[src/rtl/truth_table_sequencer_if.sv]
// ----------------------------------------------------------------------------
// truth_table_sequencer_if
// Groups the sweep-control and result signals between the truth-table
// sequencer and its environment (block under control plus supervisor).
//   start          : run request, sampled only while idle
//   expected       : required f per vector (bit k -> vector k)
//   f              : output of the combinational block under control
//   vec            : input vector driven to the block (MSB = a)
//   busy / done    : sweep running / one-cycle end-of-sweep pulse
//   pass           : last sweep matched expected exactly
//   captured       : sampled f per vector
//   mismatch_count : number of vectors whose f differed from expected
// Modports: master = sequencer side, slave = environment side.
// ----------------------------------------------------------------------------
interface truth_table_sequencer_if #(
    parameter int unsigned N_IN = 4
);
    localparam int unsigned NVec = 2 ** N_IN;

    logic              start;
    logic [NVec-1:0]   expected;
    logic              f;
    logic [N_IN-1:0]   vec;
    logic              busy;
    logic              done;
    logic              pass;
    logic [NVec-1:0]   captured;
    logic [N_IN:0]     mismatch_count;

    modport master (
        input  start, expected, f,
        output vec, busy, done, pass, captured, mismatch_count
    );

    modport slave (
        output start, expected, f,
        input  vec, busy, done, pass, captured, mismatch_count
    );
endinterface

[src/rtl/truth_table_sequencer.sv]
// ----------------------------------------------------------------------------
// truth_table_sequencer
// Exhaustively sweeps the 2^N_IN input vectors of a combinational block in
// ascending order, holding each for DWELL cycles and sampling f in the last
// cycle of the hold. The captured truth table is compared against a mask
// latched at start.
// Ports:
//   clk : clock, rising edge
//   rst : synchronous active-high reset, clears all state and results
//   bus : truth_table_sequencer_if.master (start/expected/f in, results out)
// Parameters:
//   N_IN  : number of function inputs
//   DWELL : cycles each vector is held (>= 1)
// ----------------------------------------------------------------------------
module truth_table_sequencer #(
    parameter int unsigned N_IN  = 4,
    parameter int unsigned DWELL = 20
) (
    input  logic                          clk,
    input  logic                          rst,
    truth_table_sequencer_if.master       bus
);
    localparam int unsigned NVec = 2 ** N_IN;
    localparam int unsigned CntW = (DWELL > 1) ? $clog2(DWELL) : 1;
    localparam int unsigned MW   = N_IN + 1;

    localparam logic [CntW-1:0] CntLast = CntW'(DWELL - 1);
    localparam logic [N_IN-1:0] VecLast = {N_IN{1'b1}};

    typedef enum logic [1:0] {StIdle, StRun, StDone} state_e;

    state_e            state_q, state_d;
    logic [N_IN-1:0]   vec_q, vec_d;
    logic [CntW-1:0]   cnt_q, cnt_d;
    logic [NVec-1:0]   exp_q, exp_d;
    logic [NVec-1:0]   capt_q, capt_d;
    logic [MW-1:0]     mism_q, mism_d;
    logic              pass_q, pass_d;

    // State register
    always_ff @(posedge clk) begin
        if (rst) begin
            state_q <= StIdle;
        end else begin
            state_q <= state_d;
        end
    end

    // Datapath registers
    always_ff @(posedge clk) begin
        if (rst) begin
            vec_q  <= '0;
            cnt_q  <= '0;
            exp_q  <= '0;
            capt_q <= '0;
            mism_q <= '0;
            pass_q <= 1'b0;
        end else begin
            vec_q  <= vec_d;
            cnt_q  <= cnt_d;
            exp_q  <= exp_d;
            capt_q <= capt_d;
            mism_q <= mism_d;
            pass_q <= pass_d;
        end
    end

    // Next-state and datapath update
    always_comb begin
        state_d = state_q;
        vec_d   = vec_q;
        cnt_d   = cnt_q;
        exp_d   = exp_q;
        capt_d  = capt_q;
        mism_d  = mism_q;
        pass_d  = pass_q;

        unique case (state_q)
            StIdle: begin
                if (bus.start) begin
                    state_d = StRun;
                    exp_d   = bus.expected;
                    capt_d  = '0;
                    mism_d  = '0;
                    pass_d  = 1'b0;
                    vec_d   = '0;
                    cnt_d   = '0;
                end
            end
            StRun: begin
                cnt_d = cnt_q + CntW'(1);
                if (cnt_q == CntLast) begin
                    cnt_d          = '0;
                    capt_d[vec_q]  = bus.f;
                    if (bus.f != exp_q[vec_q]) begin
                        mism_d = mism_q + MW'(1);
                    end
                    if (vec_q == VecLast) begin
                        // pass must already include the last vector so it is
                        // valid in the same cycle as the done pulse.
                        state_d = StDone;
                        pass_d  = (mism_d == '0);
                    end else begin
                        vec_d = vec_q + N_IN'(1);
                    end
                end
            end
            StDone: begin
                pass_d  = (mism_q == '0);
                vec_d   = '0;
                state_d = StIdle;
            end
            default: begin
                state_d = StIdle;
            end
        endcase
    end

    // Outputs
    always_comb begin
        bus.busy           = (state_q == StRun);
        bus.done           = (state_q == StDone);
        bus.vec            = vec_q;
        bus.pass           = pass_q;
        bus.captured       = capt_q;
        bus.mismatch_count = mism_q;
    end
endmodule

[src/flat_wrapper.sv]
// flat-port wrapper written by rule: the top's interface ports become plain ports
module truth_table_sequencer_flat 
#(
    parameter int unsigned N_IN  = 4,
    parameter int unsigned DWELL = 20
)
  (clk, rst, bus_start, bus_expected, bus_f, bus_vec, bus_busy, bus_done, bus_pass, bus_captured, bus_mismatch_count);
  truth_table_sequencer_if #(.N_IN(N_IN)) bus_i ();
  input  logic clk;
  input  logic rst;
  input wire logic [$bits(bus_i.start)-1:0] bus_start;
  input wire logic [$bits(bus_i.expected)-1:0] bus_expected;
  input wire logic [$bits(bus_i.f)-1:0] bus_f;
  output wire logic [$bits(bus_i.vec)-1:0] bus_vec;
  output wire logic [$bits(bus_i.busy)-1:0] bus_busy;
  output wire logic [$bits(bus_i.done)-1:0] bus_done;
  output wire logic [$bits(bus_i.pass)-1:0] bus_pass;
  output wire logic [$bits(bus_i.captured)-1:0] bus_captured;
  output wire logic [$bits(bus_i.mismatch_count)-1:0] bus_mismatch_count;
  assign bus_i.start = bus_start;
  assign bus_i.expected = bus_expected;
  assign bus_i.f = bus_f;
  assign bus_vec = bus_i.vec;
  assign bus_busy = bus_i.busy;
  assign bus_done = bus_i.done;
  assign bus_pass = bus_i.pass;
  assign bus_captured = bus_i.captured;
  assign bus_mismatch_count = bus_i.mismatch_count;
  truth_table_sequencer #(.N_IN(N_IN), .DWELL(DWELL)) u_core (.clk(clk), .rst(rst), .bus(bus_i));
endmodule
[config.mk]
export PLATFORM = sky130hd
export DESIGN_NAME = truth_table_sequencer_flat
export DESIGN_NICKNAME = d
export VERILOG_FILES = /design/src/rtl/truth_table_sequencer_if.sv /design/src/rtl/truth_table_sequencer.sv /design/src/flat_wrapper.sv
export SDC_FILE = /design/constraint.sdc
export NUM_CORES = 1
export LEC_CHECK = 0
export ABC_AREA = 1
export CAP_MARGIN = 30
export CORE_ASPECT_RATIO = 1.1
export CORE_MARGIN = 5
export CORE_UTILIZATION = 47
export CTS_CLUSTER_DIAMETER = 80
export DETAILED_ROUTE_END_ITERATION = 12
export PLACE_DENSITY = 0.76
export SYNTH_ARGS = -nofsm -noshare
export SYNTH_HDL_FRONTEND = slang
export SYNTH_SLANG_ARGS = --single-unit
[constraint.sdc]
create_clock -name clk -period 1.9 [get_ports clk]
set_input_delay 0.38 -clock clk [delete_from_list [all_inputs] [get_ports clk]]
set_output_delay 0.38 -clock clk [all_outputs]
set_load 0.02 [all_outputs]
==> results.cfg, run 1 <==
[outcome]
outcome = complete, no violations

[clock_tree]
clock_path_buffers = 2
cts.sinks = 49
worstSkewPairLatency_ps = 300
cts_root_buffer = clkbuf_8
cts_made_buffers = 5
clk_pin_slew_ps = 90
cts_tree = done
cts_hold_buf = 0
cts_max_level = 2

[critical_path]
worst-path-buf-inv = 1
arrival_ps = 2080
cpLargestDelayFamily = simple AND/OR/NAND/NOR gates
critPathLaunchType = flop
worstRegToRegCells = 15
crit_chain = buf_6 > nand2_2 > nand3_2 > nand2_1 > nand2_1 > nand2_2 > o21ai_4 > nand2_4 > nand2_2 > nand2_2 > nor2_2 > nand3_1 > nand2_1 > nand2_1 > a21oi_2
r2r_slack_ps = 60
slowest_delay_ps = 410
r2r_end = u_core.bus.pass$_SDFFE_PP0P_
crit_fanout = 5
crit_path_end_kind = flop
cp_slowest_cell = dfxtp_4
rr_startpoint = u_core.bus.vec[0]$_SDFFE_PP0P_
required_ps = 2140
worstSetupPathType = reg2reg

[power_and_ir_drop]
ir_drop_v = 0.000435
p_per_area_nw_per_um2 = 862
p_leak_nw = 1.35
finalPower_mw = 2.92

[yosys]
ys.flop_type = dfxtp_1
avgSynthCellArea_um2 = 6.90
synth_commonest_cells = 78 x nand2_1, 49 x dfxtp_1, 46 x inv_1
synth.most_common_cell = nand2_1
synth_area_um2 = 2530
seq_area_frac_synth_pct = 38.7
synth_seq_cells = 49
synth_edf_count = 0
synthTopCellsByArea = dfxtp_1 39%, nand2_1 12%, a21oi_1 8.1%
synth_top_area_share_pct = 38.7
synth_nets = 398
ys_warn_count = 0
syn_inst = 367
synth_top_cell_by_area = dfxtp_1
async_reset_ff_share_pct = 0
ys_types = 27

[timing]
final.setup_skew_ps = 10.0
hold_violations = 0
fin_crit_ps = 1840
worst_pin_slew_ps = 334
max_slew_margin_pct = 77.5
max_freq_ghz = 0.545
fin_crit_sh_pct = 96.6
slew_violations = 0
setup_viol = 0
rsz0062_at_grt = true
fin_tns_setup_ps = 0

[route]
wl_mm = 6.22
vias = 2498
drt-initial-drc-count = 121
firstDrtPassIters = 4
drc = 0
avgRoutedWirePerCell_um = 12.3
antenna_left = 0
via_per_inst = 4.93

[placement]
dpl.cell_count = 494
port-buffer-count = 47
placed_area_um2 = 3170
globalplace.congestion = 0.912
post-dp-hpwl_mm = 4.43

[final_layout]
drive_gt1_share_pct = 16.9
finalNetCount = 462
area_delta_synth_final_pct = 33.9
diodes = 0
final_cell_area_um2 = 3390
final_cells = 507

[die]
die_y_um = 87.0
io_pins = 48
core-area_um2 = 5330
rows = 28
dieArea_um2 = 6960
die_x_um = 80.0
initial_core_util_pct = 47.6

[grt]
antenna_found_initial = 0
grt_max_degree = 33
grt.overflow.total = 0
track_usage_pct = 18.4
grt_pass1_vias = 2390
grt_pass1_wl_mm = 10.3

[worst_hold_path]
whs_path_depth = 2
worstHoldStart = u_core.exp_q[0]$_SDFFE_PP0P_
min_to = u_core.exp_q[0]$_SDFFE_PP0P_
hp-class = reg2reg

[run]
maxCapViolations = 0
## worst register-to-register path, delay by kind of cell, from the launching register on
family	cells	cell delay (ps)
AND/OR/NAND/NOR	12	880
buffers and inverters	1	140
AO/OA/AOI/OAI	2	360
flip-flops	1	410
## logic make-up (layout without fill, tap and decap cells)
| kind of cell | Yosys count | after routing | synth area share, % |
|---|---|---|---|
| fa+ha+maj | 11 | 11 | 5.43 |
| simple gates | 155 | 155 | 25.9 |
| compound gates | 86 | 86 | 17.8 |
| flops | 49 | 49 | 38.7 |
| xor+xnor | 6 | 6 | 2.08 |
| buf+inv | 60 | 125 | 10.0 |
## registers in the layout, indices dropped and copies added, names as in the netlist
signal                     flops
u_core.cnt_q                   5
u_core.exp_q                  16
u_core.bus.vec                 4
u_core.bus.pass                1
u_core.bus.captured           16
u_core.state_q                 2
u_core.bus.mismatch_count      5
## area by class of cell
cell class,instances,area [um^2]
clock inverter,1,5.00
multi-input combinational,258,1380
clock buffer,7,96.3
fill,503,1930
sequential,49,990
tap,75,93.8
timing repair buffer,70,648
inverter,47,181
## per-stage QoR
step | setup WS, ps | hold slack, ps | utilization (%)
after floorplan | 20.6 | 429 | -
after global placement | 30.6 | 440 | 59.6
after detailed placement | 4.71 | 445 | 59.6
after CTS | 1.37 | 457 | 61.5
after global routing | -124 | 486 | 63.7
final | 64.0 | 451 | 63.7
## worst max-delay path by stage
stage | startpoint | endpoint | slack (ps) | cells after the start
detailed placement | u_core.bus.vec[0]$_SDFFE_PP0P_ | u_core.bus.pass$_SDFFE_PP0P_ | 5 | 16
global route | u_core.bus.vec[0]$_SDFFE_PP0P_ | u_core.bus.pass$_SDFFE_PP0P_ | -120 | 15
floorplan | u_core.state_q[1]$_SDFFE_PP0P_ | u_core.bus.vec[2]$_SDFFE_PP0P_ | 20 | 9
CTS | u_core.bus.vec[1]$_SDFFE_PP0P_ | u_core.bus.pass$_SDFFE_PP0P_ | 1 | 14
finish | u_core.bus.vec[0]$_SDFFE_PP0P_ | u_core.bus.pass$_SDFFE_PP0P_ | 60 | 15
global placement | u_core.bus.vec[0]$_SDFFE_PP0P_ | u_core.bus.pass$_SDFFE_PP0P_ | 30 | 16
## report_power, final
| part | switching [mW] | leakage [nW] | internal (mW) |
|---|---|---|---|
| combinational | 0.656 | 0.896 | 0.439 |
| clock | 0.340 | 0.0542 | 0.330 |
| sequential | 0.0503 | 0.402 | 1.11 |
| total | 1.05 | 1.35 | 1.88 |
## routing by layer
layer | up-vias | wire, um | track usage [%] | share of wire [%]
met3 | 7 | 247 | 3.62 | 4.0
met1 | 1140 | 2680 | 21.8 | 43
met4 | 0 | 74 | 6.91 | 1.2
li1 | 1303 | - | - | -
met5 | - | 0 | 0 | 0
met2 | 48 | 3210 | 32.8 | 52
## placed cells by master, fill, tap and decap left out, types with 2 or more instances in the layout
cell / n
dlygate4sd2_1: 2
nand3_2: 4
dfxtp_2: 4
nor2_1: 29
nand4_1: 2
inv_2: 2
nand2_2: 17
a21oi_1: 40
inv_1: 44
nand2_1: 68
nor3_1: 4
buf_6: 2
ha_1: 10
dfxtp_1: 44
a21oi_2: 2
xor2_1: 5
buf_4: 21
nor2_2: 5
clkbuf_8: 7
o21ai_0: 38
o22ai_1: 2
nand3_1: 21
clkdlybuf4s50_1: 45
## timing repair
action / in CTS / in global routing
pin swaps: 0 / 23
endpoints found under the setup margin: 3 / 21
buffers inserted: 0 / 5
gates resized for setup: 3 / 32
Power figures use the tool's default switching activity.
==> run 2: changes to the inputs <==
--- a/config.mk
+++ b/config.mk
@@ -9,10 +9,10 @@
 export CAP_MARGIN = 30
 export CORE_ASPECT_RATIO = 1.1
 export CORE_MARGIN = 5
-export CORE_UTILIZATION = 47
+export CORE_UTILIZATION = 52
 export CTS_CLUSTER_DIAMETER = 80
 export DETAILED_ROUTE_END_ITERATION = 12
-export PLACE_DENSITY = 0.76
+export PLACE_DENSITY = 0.8
 export SYNTH_ARGS = -nofsm -noshare
 export SYNTH_HDL_FRONTEND = slang
 export SYNTH_SLANG_ARGS = --single-unit
==> constraint.sdc (replaced) <==
create_clock -name clk -period 1.95 [get_ports clk]
set_input_delay 0.39 -clock clk [delete_from_list [all_inputs] [get_ports clk]]
set_output_delay 0.39 -clock clk [all_outputs]
set_load 0.02 [all_outputs]
==> results.cfg, run 2 (synthesized netlist as in run 1, its figures left out) <==
[clock_tree]
cts.sinks = 49
cts_max_level = 2
worstSkewPairLatency_ps = 300
clock_path_buffers = 2
cts_made_buffers = 5
clk_pin_slew_ps = 80
cts_tree = done
cts_hold_buf = 0
cts_root_buffer = clkbuf_8

[worst_hold_path]
whs_path_depth = 2
worstHoldStart = u_core.exp_q[3]$_SDFFE_PP0P_
min_to = u_core.exp_q[3]$_SDFFE_PP0P_
hp-class = reg2reg

[route]
vias = 2504
via_per_inst = 5.14
wl_met1_mm = 2.72
wl_mm = 6.11
firstDrtPassIters = 4
avgRoutedWirePerCell_um = 12.5
drt-initial-drc-count = 122
dr.max_layer_used = met4
antenna_left = 0
drc = 0
wl_met3_um = 252
dr_wl_met2_mm = 3.04

[timing]
setup_viol = 0
fin_hold_ws_ps = 454
worst_pin_slew_ps = 304
max_slew_margin_pct = 79.5
fin_crit_ps = 1860
rsz0062_at_grt = true
final.setup_skew_ps = 4.56
hold_violations = 0
slew_violations = 0
fin_crit_sh_pct = 95.5
max_freq_ghz = 0.537

[final_layout]
diodes = 0
final_cell_mix = 77 x nand2_1, 45 x clkdlybuf4s50_1, 45 x dfxtp_1, 44 x inv_1, 40 x a21oi_1
finalNetCount = 461
area_delta_synth_final_pct = 30.8
layout_commonest_cell = nand2_1
drive_gt1_share_pct = 12.8

[outcome]
outcome = complete, no violations

[placement]
port-buffer-count = 47
globalplace.congestion = 0.827
post-dp-hpwl_mm = 4.35

[critical_path]
cpLargestDelayFamily = simple AND/OR/NAND/NOR gates
slowest_delay_ps = 350
r2r_end = u_core.bus.pass$_SDFFE_PP0P_
worst-path-buf-inv = 2
rr_startpoint = u_core.bus.vec[0]$_SDFFE_PP0P_
worstRegToRegCells = 17
cp_slowest_cell = dfxtp_2
crit_chain = buf_12 > inv_8 > nand2_1 > nand3_1 > nand2_1 > nand2_1 > nand2_2 > nor2_2 > nand2_2 > nand2_4 > nand2_2 > nand3_1 > nor2_1 > nand3_1 > nand2_1 > nand2_1 > a21oi_2
required_ps = 2190
r2r_slack_ps = 90
worstSetupPathType = reg2reg
crit_top_cell = nand2_1
crit_path_end_kind = flop
critPathLaunchType = flop
arrival_ps = 2100
crit_fanout = 13

[power_and_ir_drop]
p_leak_nw = 1.33
clkPwrFrac_pct = 20.7
p_int_mw = 1.76
power_frac_comb_pct = 39.2
finalPower_mw = 2.77
p_per_area_nw_per_um2 = 836
power.share.switching_pct = 36.5
p_switching_mw = 1.01
seqPwrFrac_pct = 40.2
ir_drop_v = 0.000464

[grt]
grt_pass1_vias = 2402
grt.overflow.total = 0
track_usage_pct = 18.8
antenna_found_initial = 0
grt_pass1_wl_mm = 10.2
grt_max_degree = 33

[die]
die_x_um = 76.5
core-area_um2 = 4680
initial_core_util_pct = 54.1
die_y_um = 83.2
rows = 26
dieArea_um2 = 6370
io_pins = 48

[run]
maxCapViolations = 0
[run 2: worst register-to-register path: stages (launching register included)]
cell and delay [ps]:
dfxtp_2 350, buf_12 140, inv_8 50, nand2_1 50
nand3_1 60, nand2_1 90, nand2_1 70, nand2_2 110
nor2_2 50, nand2_2 150, nand2_4 90, nand2_2 70
nand3_1 70, nor2_1 140, nand3_1 90, nand2_1 60
nand2_1 60, a21oi_2 100
[run 2: final cells by class]
| cell class | instances | area [um^2] |
|---|---|---|
| fillers | 397 | 1370 |
| multi-input cells | 258 | 1350 |
| flip-flops and latches | 49 | 986 |
| repair buffers | 69 | 643 |
| inverters | 47 | 184 |
| clock buffers | 8 | 80.1 |
| well taps | 56 | 70.1 |
[run 2: metrics by stage]
stage / utilization, % / cells / setup TNS [ps] / instance area [um^2] / worst slack [ps]
after floorplan: - / 367 / -447 / 2530 / -44.4
after global placement: 67.5 / 477 / -82.9 / 3160 / -34.6
after detailed placement: 67.5 / 477 / -172 / 3160 / -45.8
after CTS: 69.1 / 485 / 0 / 3240 / 11.5
after global routing: 70.7 / 487 / -109 / 3310 / -81.1
final: 70.7 / 487 / 0 / 3310 / 88.6
[run 2: power groups by stage]
| stage | clock network [mW] | registers, mW | logic [mW] |
|---|---|---|---|
| 6_report | 0.573 | 1.11 | 1.08 |
| 5_1_grt | 0.638 | 1.12 | 1.20 |
| 4_1_cts | 0.594 | 1.11 | 0.989 |
| 3_5_place_dp | 0 | 1.13 | 0.987 |
| 3_3_place_gp | 0 | 1.13 | 0.975 |
| 2_1_floorplan | 0 | 1.15 | 0.634 |
[run 2: metal layers]
metal  vias up  track usage (%)
li1       1305                -
met1      1125             22.5
met2        67             32.6
met3         7             3.46
met4         0             8.11
met5         -                0
[run 2: worst max-delay path by stage]
stage / from / endpoint / slack [ps] / depth (start not counted)
2_1_floorplan: u_core.state_q[1]$_SDFFE_PP0P_ / u_core.bus.captured[10]$_SDFFE_PP0P_ / -40 / 11
3_3_place_gp: bus_start / u_core.bus.vec[2]$_SDFFE_PP0P_ / -30 / 8
3_5_place_dp: bus_start / u_core.bus.vec[2]$_SDFFE_PP0P_ / -50 / 8
4_1_cts: u_core.bus.vec[0]$_SDFFE_PP0P_ / u_core.bus.pass$_SDFFE_PP0P_ / 10 / 16
5_1_grt: u_core.bus.vec[0]$_SDFFE_PP0P_ / u_core.bus.pass$_SDFFE_PP0P_ / -80 / 16
6_report: u_core.bus.vec[0]$_SDFFE_PP0P_ / u_core.bus.pass$_SDFFE_PP0P_ / 90 / 17
[run 2: what timing repair did]
item | in CTS | in global routing
gates cloned | 0 | 1
buffers inserted | 0 | 1
resized for setup | 2 | 22
setup endpoints to repair | 2 | 21
pin swaps | 0 | 10
==> run 3: changes to the inputs <==
--- a/config.mk
+++ b/config.mk
@@ -9,10 +9,9 @@
 export CAP_MARGIN = 30
 export CORE_ASPECT_RATIO = 1.1
 export CORE_MARGIN = 5
-export CORE_UTILIZATION = 52
+export CORE_UTILIZATION = 35
 export CTS_CLUSTER_DIAMETER = 80
 export DETAILED_ROUTE_END_ITERATION = 12
-export PLACE_DENSITY = 0.8
 export SYNTH_ARGS = -nofsm -noshare
 export SYNTH_HDL_FRONTEND = slang
 export SYNTH_SLANG_ARGS = --single-unit
==> constraint.sdc (replaced) <==
create_clock -name clk -period 2.35 [get_ports clk]
set_input_delay 0.47 -clock clk [delete_from_list [all_inputs] [get_ports clk]]
set_output_delay 0.47 -clock clk [all_outputs]
set_load 0.02 [all_outputs]
==> results.cfg, run 3 (synthesized netlist as in run 1, its figures left out) <==
[outcome]
outcome = complete, no violations

[placement]
dpl.cell_count = 497
post-place-ws_ps = 64.9
port-buffer-count = 47
globalplace.congestion = 0.822
post-dp-hpwl_mm = 4.53

[clock_tree]
cts_hold_buf = 0
cts_made_buffers = 5
cts_root_buffer = clkbuf_8
cts_tree = done
clock_path_buffers = 2
clk_pin_slew_ps = 90
cts.sinks = 49
cts_max_level = 2
worstSkewPairLatency_ps = 310

[route]
via_per_inst = 4.92
firstDrtPassIters = 4
wl_mm = 6.31
vias = 2485
drt-initial-drc-count = 81
antenna_left = 0
drc = 0
avgRoutedWirePerCell_um = 12.5

[worst_hold_path]
whs_path_depth = 2
worstHoldStart = u_core.exp_q[14]$_SDFFE_PP0P_
min_to = u_core.exp_q[14]$_SDFFE_PP0P_
hp-class = reg2reg

[timing]
final.setup_skew_ps = 8.10
worst_pin_slew_ps = 370
fin_crit_sh_pct = 91.0
max_slew_margin_pct = 75.3
rsz0062_at_grt = false
slew_violations = 0
setup_viol = 0
hold_violations = 0
fin_ws_ps = 211
fin_crit_ps = 2140
fin_tns_setup_ps = 0
max_freq_ghz = 0.467

[final_layout]
diodes = 0
fill_cells = 711
area_delta_synth_final_pct = 27.6
layout_commonest_cell = nand2_1
final_cell_mix = 78 x nand2_1, 49 x dfxtp_1, 47 x clkdlybuf4s50_1, 46 x inv_1, 41 x a21oi_1
final_cells = 505
final-seq-area_um2 = 981
drive_gt1_share_pct = 7.38
finalNetCount = 450
multi_input_area_um2 = 1300

[critical_path]
cp_slowest_cell = clkdlybuf4s50_1
crit_path_end_kind = output pin
worst-path-buf-inv = 3
rr_startpoint = u_core.state_q[1]$_SDFFE_PP0P_
required_ps = 1880
arrival_ps = 1670
r2r_slack_ps = 300
r2r_end = u_core.bus.vec[1]$_SDFFE_PP0P_
cpLargestDelayFamily = buffers and inverters
worstSetupPathType = reg2out
crit_chain = inv_1 > ha_1 > buf_4 > clkdlybuf4s50_1
worstRegToRegCells = 10
critPathLaunchType = flop
slowest_delay_ps = 620
crit_fanout = 7
worst-path-stages = 4

[power_and_ir_drop]
clkPwrFrac_pct = 26.7
p_switching_mw = 0.830
p_int_mw = 1.49
finalPower_mw = 2.32
ir_drop_v = 0.000288
seqPwrFrac_pct = 39.7
p_leak_nw = 1.27
power_frac_comb_pct = 33.6
power.share.switching_pct = 35.8
p_per_area_nw_per_um2 = 718

[grt]
grt_max_degree = 33
antenna_found_initial = 0
grt_pass1_vias = 2315
track_usage_pct = 14.1
grt.overflow.total = 0
grt_pass1_wl_mm = 10.7

[die]
core-area_um2 = 7050
die_y_um = 99.2
die_x_um = 91.1
io_pins = 48
initial_core_util_pct = 35.9
rows = 32
dieArea_um2 = 9040

[run]
maxCapViolations = 0
## run 3: cell types whose count changed in the layout (fill, tap and decap cells not counted), moves of 2 or more
cell and delta:
inv_2 -2, buf_4 -9, dlygate4sd2_1 -2, nor3_1 +2, clkdlybuf4s50_1 +2, dfxtp_1 +4, nor2_2 -2, dfxtp_2 -4
clkbuf_1 -3, inv_1 +2, nor2_1 +2
## run 3: area by class of cell
| class | instances | share of cell area, % |
|---|---|---|
| clock buffers | 5 | 2.13 |
| clock inverters | 3 | 1.43 |
| inverters | 47 | 5.54 |
| multi-input cells | 258 | 40.1 |
| flip-flops and latches | 49 | 30.4 |
| well taps | 85 | 3.29 |
| repair buffers | 58 | 17.1 |
## run 3: stage by stage
step                      hold WS [ps]  instance area (um^2)  util, %
after floorplan                    429                  2530        -
after global placement             441                  3120     44.2
after detailed placement           447                  3120     44.2
after CTS                          461                  3230     45.9
after global routing               471                  3230     45.9
final                              459                  3230     45.9
## run 3: routing by layer
layer / track usage, % / vias to the layer above / wire [um]
met1: 18.0 / 1139 / 2960
met4: 4.85 / 0 / 82
li1: - / 1283 / -
met5: 0 / - / 0
met3: 3.18 / 6 / 268
met2: 23.4 / 57 / 3000
## run 3: worst register-to-register path: cells and delay by family (launching register included)
family,cells,cell delay [ps]
buffers and inverters,4,510
AOI/OAI and AO/OA,3,490
DFF,1,390
and+or+nand+nor,2,380
adders and majority gates,1,190
## run 3: power by group through the flow
stage               logic, mW  registers [mW]  clock network, mW
floorplan               0.525           0.957                  0
global placement        0.771           0.941                  0
detailed placement      0.775           0.942                  0
CTS                     0.782           0.922              0.639
global route            0.885           0.930              0.676
finish                  0.780           0.922              0.620
## run 3: what timing repair did
item | 4_1_cts | 5_1_grt
resized for setup | 0 | 1
endpoints found under the hold margin | 0 | 0
setup buffers | 0 | 0
setup endpoints to repair | 0 | 4
## run 3: how the worst max path moves through the flow
stage | start | end | slack (ps)
finish | u_core.state_q[1]$_SDFFE_PP0P_ | bus_busy | 210
detailed placement | bus_start | u_core.bus.vec[3]$_SDFFE_PP0P_ | 60
global placement | bus_start | u_core.bus.vec[2]$_SDFFE_PP0P_ | 170
global route | u_core.state_q[1]$_SDFFE_PP0P_ | u_core.bus.vec[2]$_SDFFE_PP0P_ | 70
floorplan | u_core.state_q[1]$_SDFFE_PP0P_ | u_core.bus.vec[2]$_SDFFE_PP0P_ | 280
CTS | u_core.state_q[1]$_SDFFE_PP0P_ | u_core.bus.vec[1]$_SDFFE_PP0P_ | 130
